`src/rtl/cabac_level_decoder.sv`:
```
// CABAC coefficient level decoder: consumes greater1/greater2/Golomb-Rice bins one per cycle,
// rebuilds the absolute level and keeps the c1/c2/c1Idx/c2Idx/Rice context in step with the encoder.
module cabac_level_decoder #(
  parameter int unsigned C1_WIDTH    = 2,
  parameter int unsigned C2_WIDTH    = 2,
  parameter int unsigned C1IDX_WIDTH = 4,
  parameter int unsigned C2IDX_WIDTH = 5,
  parameter int unsigned GR_WIDTH    = 3,
  parameter int unsigned LEVEL_WIDTH = 16,
  parameter int unsigned C1FLAG_NUM  = 8,
  parameter int unsigned C2FLAG_NUM  = 1,
  parameter int unsigned MAX_PREFIX  = 12
) (
  input  logic                   clk,
  input  logic                   rst,
  input  logic                   cmd_valid,
  output logic                   cmd_ready,
  input  logic                   cmd_sig,
  input  logic                   cmd_cg_start,
  input  logic [GR_WIDTH-1:0]    initial_gr,
  input  logic                   bin_valid,
  output logic                   bin_ready,
  input  logic                   bin,
  output logic                   lvl_valid,
  input  logic                   lvl_ready,
  output logic [LEVEL_WIDTH-1:0] lvl_value,
  output logic                   lvl_err,
  output logic [C1_WIDTH-1:0]    c1_out,
  output logic [C2_WIDTH-1:0]    c2_out,
  output logic [C1IDX_WIDTH-1:0] c1Idx_out,
  output logic [C2IDX_WIDTH-1:0] c2Idx_out,
  output logic [GR_WIDTH-1:0]    uiGoRice_out
);

  localparam int unsigned PW = $clog2(MAX_PREFIX + 1);
  localparam int unsigned SW = MAX_PREFIX;
  localparam int unsigned CW = $clog2(SW + 1);
  localparam int unsigned XW = LEVEL_WIDTH + 2;

  typedef enum logic [2:0] {
    S_IDLE, S_G1, S_G2, S_PREFIX, S_SUFFIX, S_OUT
  } state_e;

  state_e                 state_q;
  logic [C1_WIDTH-1:0]    c1_q;
  logic [C2_WIDTH-1:0]    c2_q;
  logic [C1IDX_WIDTH-1:0] c1idx_q;
  logic [C2IDX_WIDTH-1:0] c2idx_q;
  logic [GR_WIDTH-1:0]    gr_q;
  logic [1:0]             base_q;
  logic [PW-1:0]          pcnt_q;
  logic [CW-1:0]          scnt_q;
  logic [SW-1:0]          s_q;
  logic                   cmd_ready_q;
  logic                   bin_ready_q;
  logic                   lvl_valid_q;
  logic [LEVEL_WIDTH-1:0] lvl_value_q;
  logic                   lvl_err_q;

  logic                   fin_c;
  logic [LEVEL_WIDTH-1:0] fin_lvl_c;
  logic                   fin_err_c;
  logic [SW-1:0]          s_next_c;
  logic [PW-1:0]          pcnt_inc_c;
  logic [CW-1:0]          nbits_c;
  logic [C1IDX_WIDTH-1:0] c1idx_eff_c;

  // base + Golomb-Rice remainder, evaluated two bits wider than the level and saturated
  function automatic logic [LEVEL_WIDTH-1:0] calc_level(input logic [1:0]          base,
                                                         input logic [PW-1:0]       p,
                                                         input logic [GR_WIDTH-1:0] k,
                                                         input logic [SW-1:0]       s);
    logic [XW-1:0] rem;
    logic [XW-1:0] lvl;
    if (p < PW'(3)) rem = (XW'(p) << k) + XW'(s);
    else            rem = (((XW'(1) << (p - PW'(3))) + XW'(2)) << k) + XW'(s);
    lvl = rem + XW'(base);
    if (lvl > XW'({LEVEL_WIDTH{1'b1}})) calc_level = '1;
    else                                calc_level = lvl[LEVEL_WIDTH-1:0];
  endfunction

  // Bin-driven completion: which consumed bin ends the coefficient and with what level
  always_comb begin
    fin_c       = 1'b0;
    fin_lvl_c   = '0;
    fin_err_c   = 1'b0;
    s_next_c    = SW'({s_q, bin});
    pcnt_inc_c  = pcnt_q + PW'(1);
    nbits_c     = (pcnt_q < PW'(3)) ? CW'(gr_q) : CW'(pcnt_q) - CW'(3) + CW'(gr_q);
    c1idx_eff_c = cmd_cg_start ? '0 : c1idx_q;
    if (bin_valid && bin_ready_q) begin
      case (state_q)
        S_G1: if (!bin) begin
          fin_c     = 1'b1;
          fin_lvl_c = LEVEL_WIDTH'(1);
        end
        S_G2: if (!bin) begin
          fin_c     = 1'b1;
          fin_lvl_c = LEVEL_WIDTH'(2);
        end
        S_PREFIX: begin
          if (bin && (pcnt_inc_c == PW'(MAX_PREFIX))) begin
            fin_c     = 1'b1;
            fin_err_c = 1'b1;
            fin_lvl_c = '1;
          end else if (!bin && (nbits_c == '0)) begin
            fin_c     = 1'b1;
            fin_lvl_c = calc_level(base_q, pcnt_q, gr_q, '0);
          end
        end
        S_SUFFIX: if (scnt_q == CW'(1)) begin
          fin_c     = 1'b1;
          fin_lvl_c = calc_level(base_q, pcnt_q, gr_q, s_next_c);
        end
        default: ;
      endcase
    end
  end

  always_ff @(posedge clk) begin
    if (rst) begin
      state_q     <= S_IDLE;
      c1_q        <= C1_WIDTH'(1);
      c2_q        <= '0;
      c1idx_q     <= '0;
      c2idx_q     <= '0;
      gr_q        <= '0;
      base_q      <= 2'd1;
      pcnt_q      <= '0;
      scnt_q      <= '0;
      s_q         <= '0;
      cmd_ready_q <= 1'b1;
      bin_ready_q <= 1'b0;
      lvl_valid_q <= 1'b0;
      lvl_value_q <= '0;
      lvl_err_q   <= 1'b0;
    end else if (fin_c) begin
      state_q     <= S_OUT;
      bin_ready_q <= 1'b0;
      lvl_valid_q <= 1'b1;
      lvl_value_q <= fin_lvl_c;
      lvl_err_q   <= fin_err_c;
    end else begin
      case (state_q)
        S_IDLE: if (cmd_valid) begin
          cmd_ready_q <= 1'b0;
          base_q      <= 2'd1;
          pcnt_q      <= '0;
          s_q         <= '0;
          if (cmd_cg_start) begin
            c1_q    <= C1_WIDTH'(1);
            c2_q    <= '0;
            c1idx_q <= '0;
            c2idx_q <= '0;
            gr_q    <= initial_gr;
          end
          if (!cmd_sig) begin
            state_q     <= S_OUT;
            lvl_valid_q <= 1'b1;
            lvl_value_q <= '0;
            lvl_err_q   <= 1'b0;
          end else begin
            state_q     <= (32'(c1idx_eff_c) < C1FLAG_NUM) ? S_G1 : S_PREFIX;
            bin_ready_q <= 1'b1;
          end
        end
        S_G1: if (bin_valid) begin
          if (32'(c2idx_q) < C2FLAG_NUM) begin
            state_q <= S_G2;
          end else begin
            base_q  <= 2'd2;
            state_q <= S_PREFIX;
          end
        end
        S_G2: if (bin_valid) begin
          base_q  <= 2'd3;
          state_q <= S_PREFIX;
        end
        S_PREFIX: if (bin_valid) begin
          if (bin) begin
            pcnt_q <= pcnt_inc_c;
          end else begin
            scnt_q  <= nbits_c;
            state_q <= S_SUFFIX;
          end
        end
        S_SUFFIX: if (bin_valid) begin
          s_q    <= s_next_c;
          scnt_q <= scnt_q - CW'(1);
        end
        S_OUT: if (lvl_ready) begin
          lvl_valid_q <= 1'b0;
          cmd_ready_q <= 1'b1;
          state_q     <= S_IDLE;
          // An errored level leaves the context untouched
          if (!lvl_err_q) begin
            if (lvl_value_q > LEVEL_WIDTH'(1)) begin
              c1_q <= '0;
              if (c2_q < C2_WIDTH'(2)) c2_q <= c2_q + C2_WIDTH'(1);
              if (c2idx_q != '1) c2idx_q <= c2idx_q + C2IDX_WIDTH'(1);
            end else if ((c1_q != '0) && (c1_q < C1_WIDTH'(3)) && (lvl_value_q != '0)) begin
              c1_q <= c1_q + C1_WIDTH'(1);
            end
            if ((lvl_value_q != '0) && (c1idx_q != '1)) c1idx_q <= c1idx_q + C1IDX_WIDTH'(1);
            if (XW'(lvl_value_q) >= (XW'(3) << gr_q))
              gr_q <= (gr_q >= GR_WIDTH'(4)) ? GR_WIDTH'(4) : gr_q + GR_WIDTH'(1);
          end
        end
        default: state_q <= S_IDLE;
      endcase
    end
  end

  assign cmd_ready    = cmd_ready_q;
  assign bin_ready    = bin_ready_q;
  assign lvl_valid    = lvl_valid_q;
  assign lvl_value    = lvl_value_q;
  assign lvl_err      = lvl_err_q;
  assign c1_out       = c1_q;
  assign c2_out       = c2_q;
  assign c1Idx_out    = c1idx_q;
  assign c2Idx_out    = c2idx_q;
  assign uiGoRice_out = gr_q;

endmodule

```
`config.mk`:
```
export PLATFORM = sky130hd
export DESIGN_NAME = cabac_level_decoder
export DESIGN_NICKNAME = d
export VERILOG_FILES = /design/src/rtl/cabac_level_decoder.sv
export SDC_FILE = /design/constraint.sdc
export NUM_CORES = 1
export LEC_CHECK = 0
export ABC_CLOCK_PERIOD_IN_PS = 15300
export CELL_PAD_IN_SITES_DETAIL_PLACEMENT = 0
export CELL_PAD_IN_SITES_GLOBAL_PLACEMENT = 1
export CORE_MARGIN = 5
export CORE_UTILIZATION = 50
export CTS_CLUSTER_SIZE = 25
export DETAILED_ROUTE_END_ITERATION = 10
export DONT_BUFFER_PORTS = 1
export PLACE_DENSITY_LB_ADDON = 0.3
export SYNTH_ARGS = -nofsm -noshare
export SYNTH_HDL_FRONTEND = slang
export SYNTH_SLANG_ARGS = --single-unit
```
`constraint.sdc`:
```
create_clock -name clk -period 15.3 [get_ports clk]
set_input_delay 3.825 -clock clk [delete_from_list [all_inputs] [get_ports clk]]
set_output_delay 3.825 -clock clk [all_outputs]
set_load 0.1 [all_outputs]
```
==> impl_metrics.yaml <==
final_layout:
  diodes: 0
  multi_input_area_sq_mm: 0.004808
  fin_cells: 1031
  final_layout_size_suffix_gt1_share_pct: 6.985
  nNetsFinal: 911
  fin_util_pct: 53.94
  fillCellCount: 1213
  final-seq-area_sq_mm: 0.001205
  syn2layout_area_growth_pct: 5.365
cts:
  clk_path_buf_depth: 2
  cts-root-buf: "clkbuf_16"
  cts_buffers: 9
  clk_latency_ps: 350
  h-tree-depth: 3
  cts_resized: 0
  clk_pin_slew_worst_paths_ps: 60
  cts_setup_buffers: 0
  cts_hold_buf: 0
  cts_tree: "yes"
  cts.sinks: 60
yosys:
  syn-instance-count: 886
  yosysWarnings: 0
  ys_seq_elements: 60
  yosysUniqueCellTypes: 83
  synth_top_flop_cell: "dfxtp_1"
  synthArstFlopShare_pct: 0
  synth_fp_nets: 943
  ys_seq_area_share_pct: 18.59
  syn_area_per_cell_sq_um: 7.291
  synth_edf_count: 0
  synth_area_sq_mm: 0.006460
die:
  num_rows: 41
  initial_core_util_pct: 51.19
  io-pin-count: 47
  die_h_um: 123.7
  design.core.area_sq_mm: 0.01262
  die_w_um: 123.7
  die-area_sq_mm: 0.01529
setup_path:
  crit_type: "in2reg"
  required_ps: 15570
  end_kind: "flop"
  crit_path_max_fanout: 16
  arrival_ps: 7210
  start_kind: "input pin"
place:
  pre_cts_slack_ps: 8047
  hpwl_um: 14860
  gp_congestion: 0.9296
  port_buffers: 0
  dp_cells: 1015
timing:
  rsz0062_at_grt: "no"
  worstMarginPinSlew_ps: 1142
  slew_viol_final: 0
  relSlewSlack_pct: 23.75
  worst_slack_ps: 8361
  tns_ps: 0
  min_period_over_period_pct: 45.36
  fmax_ghz: 0.1441
  period_needed_ps: 6939
  fin_skew_ps: 13.98
  setup_viol: 0
  finalHoldViolations: 0
global_routing:
  globalRouteTotalUtil_pct: 26.10
  antenna_found_initial: 0
  grt_pass1_vias: 6081
  grt_max_degree: 48
  grt_first_pass_wirelength_um: 31680
  grt_overflow_total: 0
hold_path:
  hold_class: "reg2reg"
drt:
  routed-via-count: 6583
  drt-initial-drc-count: 643
  wl_per_cell_um: 19.28
  ant_nets: 0
  drc: 0
  viasPerCell: 6.385
  first_pass_iters: 5
  drt_wl_total_um: 19880
power_and_ir_drop:
  vdd_drop_max_mv: 0.1012
  power_leakage_nw: 2.633
  p_per_area_mw_per_mm2: 126.8
status:
  run_status: "complete, no violations"
flow_run:
  maxCapViolations: 0
registers in the layout (all words and copies together), names as in the netlist, 2 cells and up:
name	count
s_q	11
c2_out	2
scnt_q	4
c1Idx_out	4
state_q	3
c1_out	2
pcnt_q	4
c2Idx_out	5
lvl_value	16
base_q	2
uiGoRice_out	3
power breakdown:
group / total [mW] / internal, mW / switching, mW / leakage, nW
registers: 0.223 / 0.169 / 0.0544 / 0.486
clock network: 0.212 / 0.127 / 0.0859 / 0.138
logic: 0.428 / 0.147 / 0.280 / 2.01
metrics by stage:
step           hold slack [ps]  area (sq um)  total power, mW
5_1_grt                  492.4          6807           0.9187
3_3_place_gp             461.4          6506           0.6372
4_1_cts                  482.1          6807           0.8582
2_1_floorplan            436.2          6460           0.5558
3_5_place_dp             475.6          6506           0.6446
6_report                 475.8          6807           0.8630
cells in the mapped netlist (23+ instances only):
master     n  share of area, %
dfxtp_1   60                19
nor3_1    23               1.8
clkbuf_1  32               1.9
ha_1      42               8.1
nor2_1    75               4.4
inv_1     49               2.8
o21ai_0   50               3.9
xnor2_1   27               3.7
nand2_1   81               4.7
a21oi_1   86               6.7
nand3_1   34               2.6
metal layers:
layer  routed length [um]  track usage [%]  up-vias  part of all wire (%)
met5                    0                0        -                     0
met4                  404            8.720        0                   2.0
met3                 1512            6.494       30                   7.6
met2                 9131            40.96      245                    46
met1                 8833            34.98     3107                    44
li1                     -                -     3201                     -
worst max-delay path, stage by stage:
cell	delay (ps)
ha_1	160
inv_1	60
fa_1	410
nor2b_1	190
o211ai_1	200
a311oi_1	310
mux2_2	380
a211o_1	330
or4_4	530
nor3b_1	160
mux2_4	360
o21a_1	150
o221ai_2	150
final timing paths:
kind	to	cells after the start	slack [ps]	start
setup / recovery	lvl_value[8]	13	8360	bin
hold / removal	scnt_q[1]	2	480	scnt_q[1]
hold reg to reg	scnt_q[1]	2	480	scnt_q[1]
setup reg to reg	lvl_value[8]	22	8450	pcnt_q[3]
final cells by class:
type	instances	share of cell area, %
multi-input combinational	721	70.64
sequential	60	17.70
clock buffer	9	3.309
clock inverter	7	1.103
tap	172	3.162
inverter	50	2.757
timing repair buffer	12	1.324
cells in the final DEF, fill, tap and decap left out, types with 5 or more instances in the layout:
master     instances
a21oi_1           86
nor4_1             5
nand4b_1           5
inv_1             49
nand2b_1          15
xor2_1             5
a221o_1           11
ha_1              42
xnor2_1           27
nand2_1           81
nor2_1            75
a31oi_1           14
and2_1             6
a21o_1            15
nor3_1            22
o21bai_1           6
o21ai_0           50
mux2_2             5
a22oi_1           10
buf_4             12
dfxtp_1           57
o21a_1            11
mux2i_1           14
nor2b_1           13
or2_2              5
clkbuf_16          9
a211oi_1          15
a211o_1            7
o211ai_1          10
o22ai_1            5
nand3_1           34
and3_1            12
nand4_1           12
nand3b_1          15
cell families (layout without fill, tap and decap cells):
logic type / count (synthesis) / in the layout / share of synthesized area [%]
AO/OA/AOI/OAI: 293 / 293 / 30.82
flip-flops: 60 / 60 / 18.59
adder cells (fa/ha/maj): 46 / 46 / 9.374
buffers and inverters: 105 / 78 / 7.050
multiplexers: 20 / 20 / 3.273
XOR/XNOR: 32 / 32 / 4.339
AND/OR/NAND/NOR: 330 / 330 / 26.55
Power figures use the tool's default switching activity.
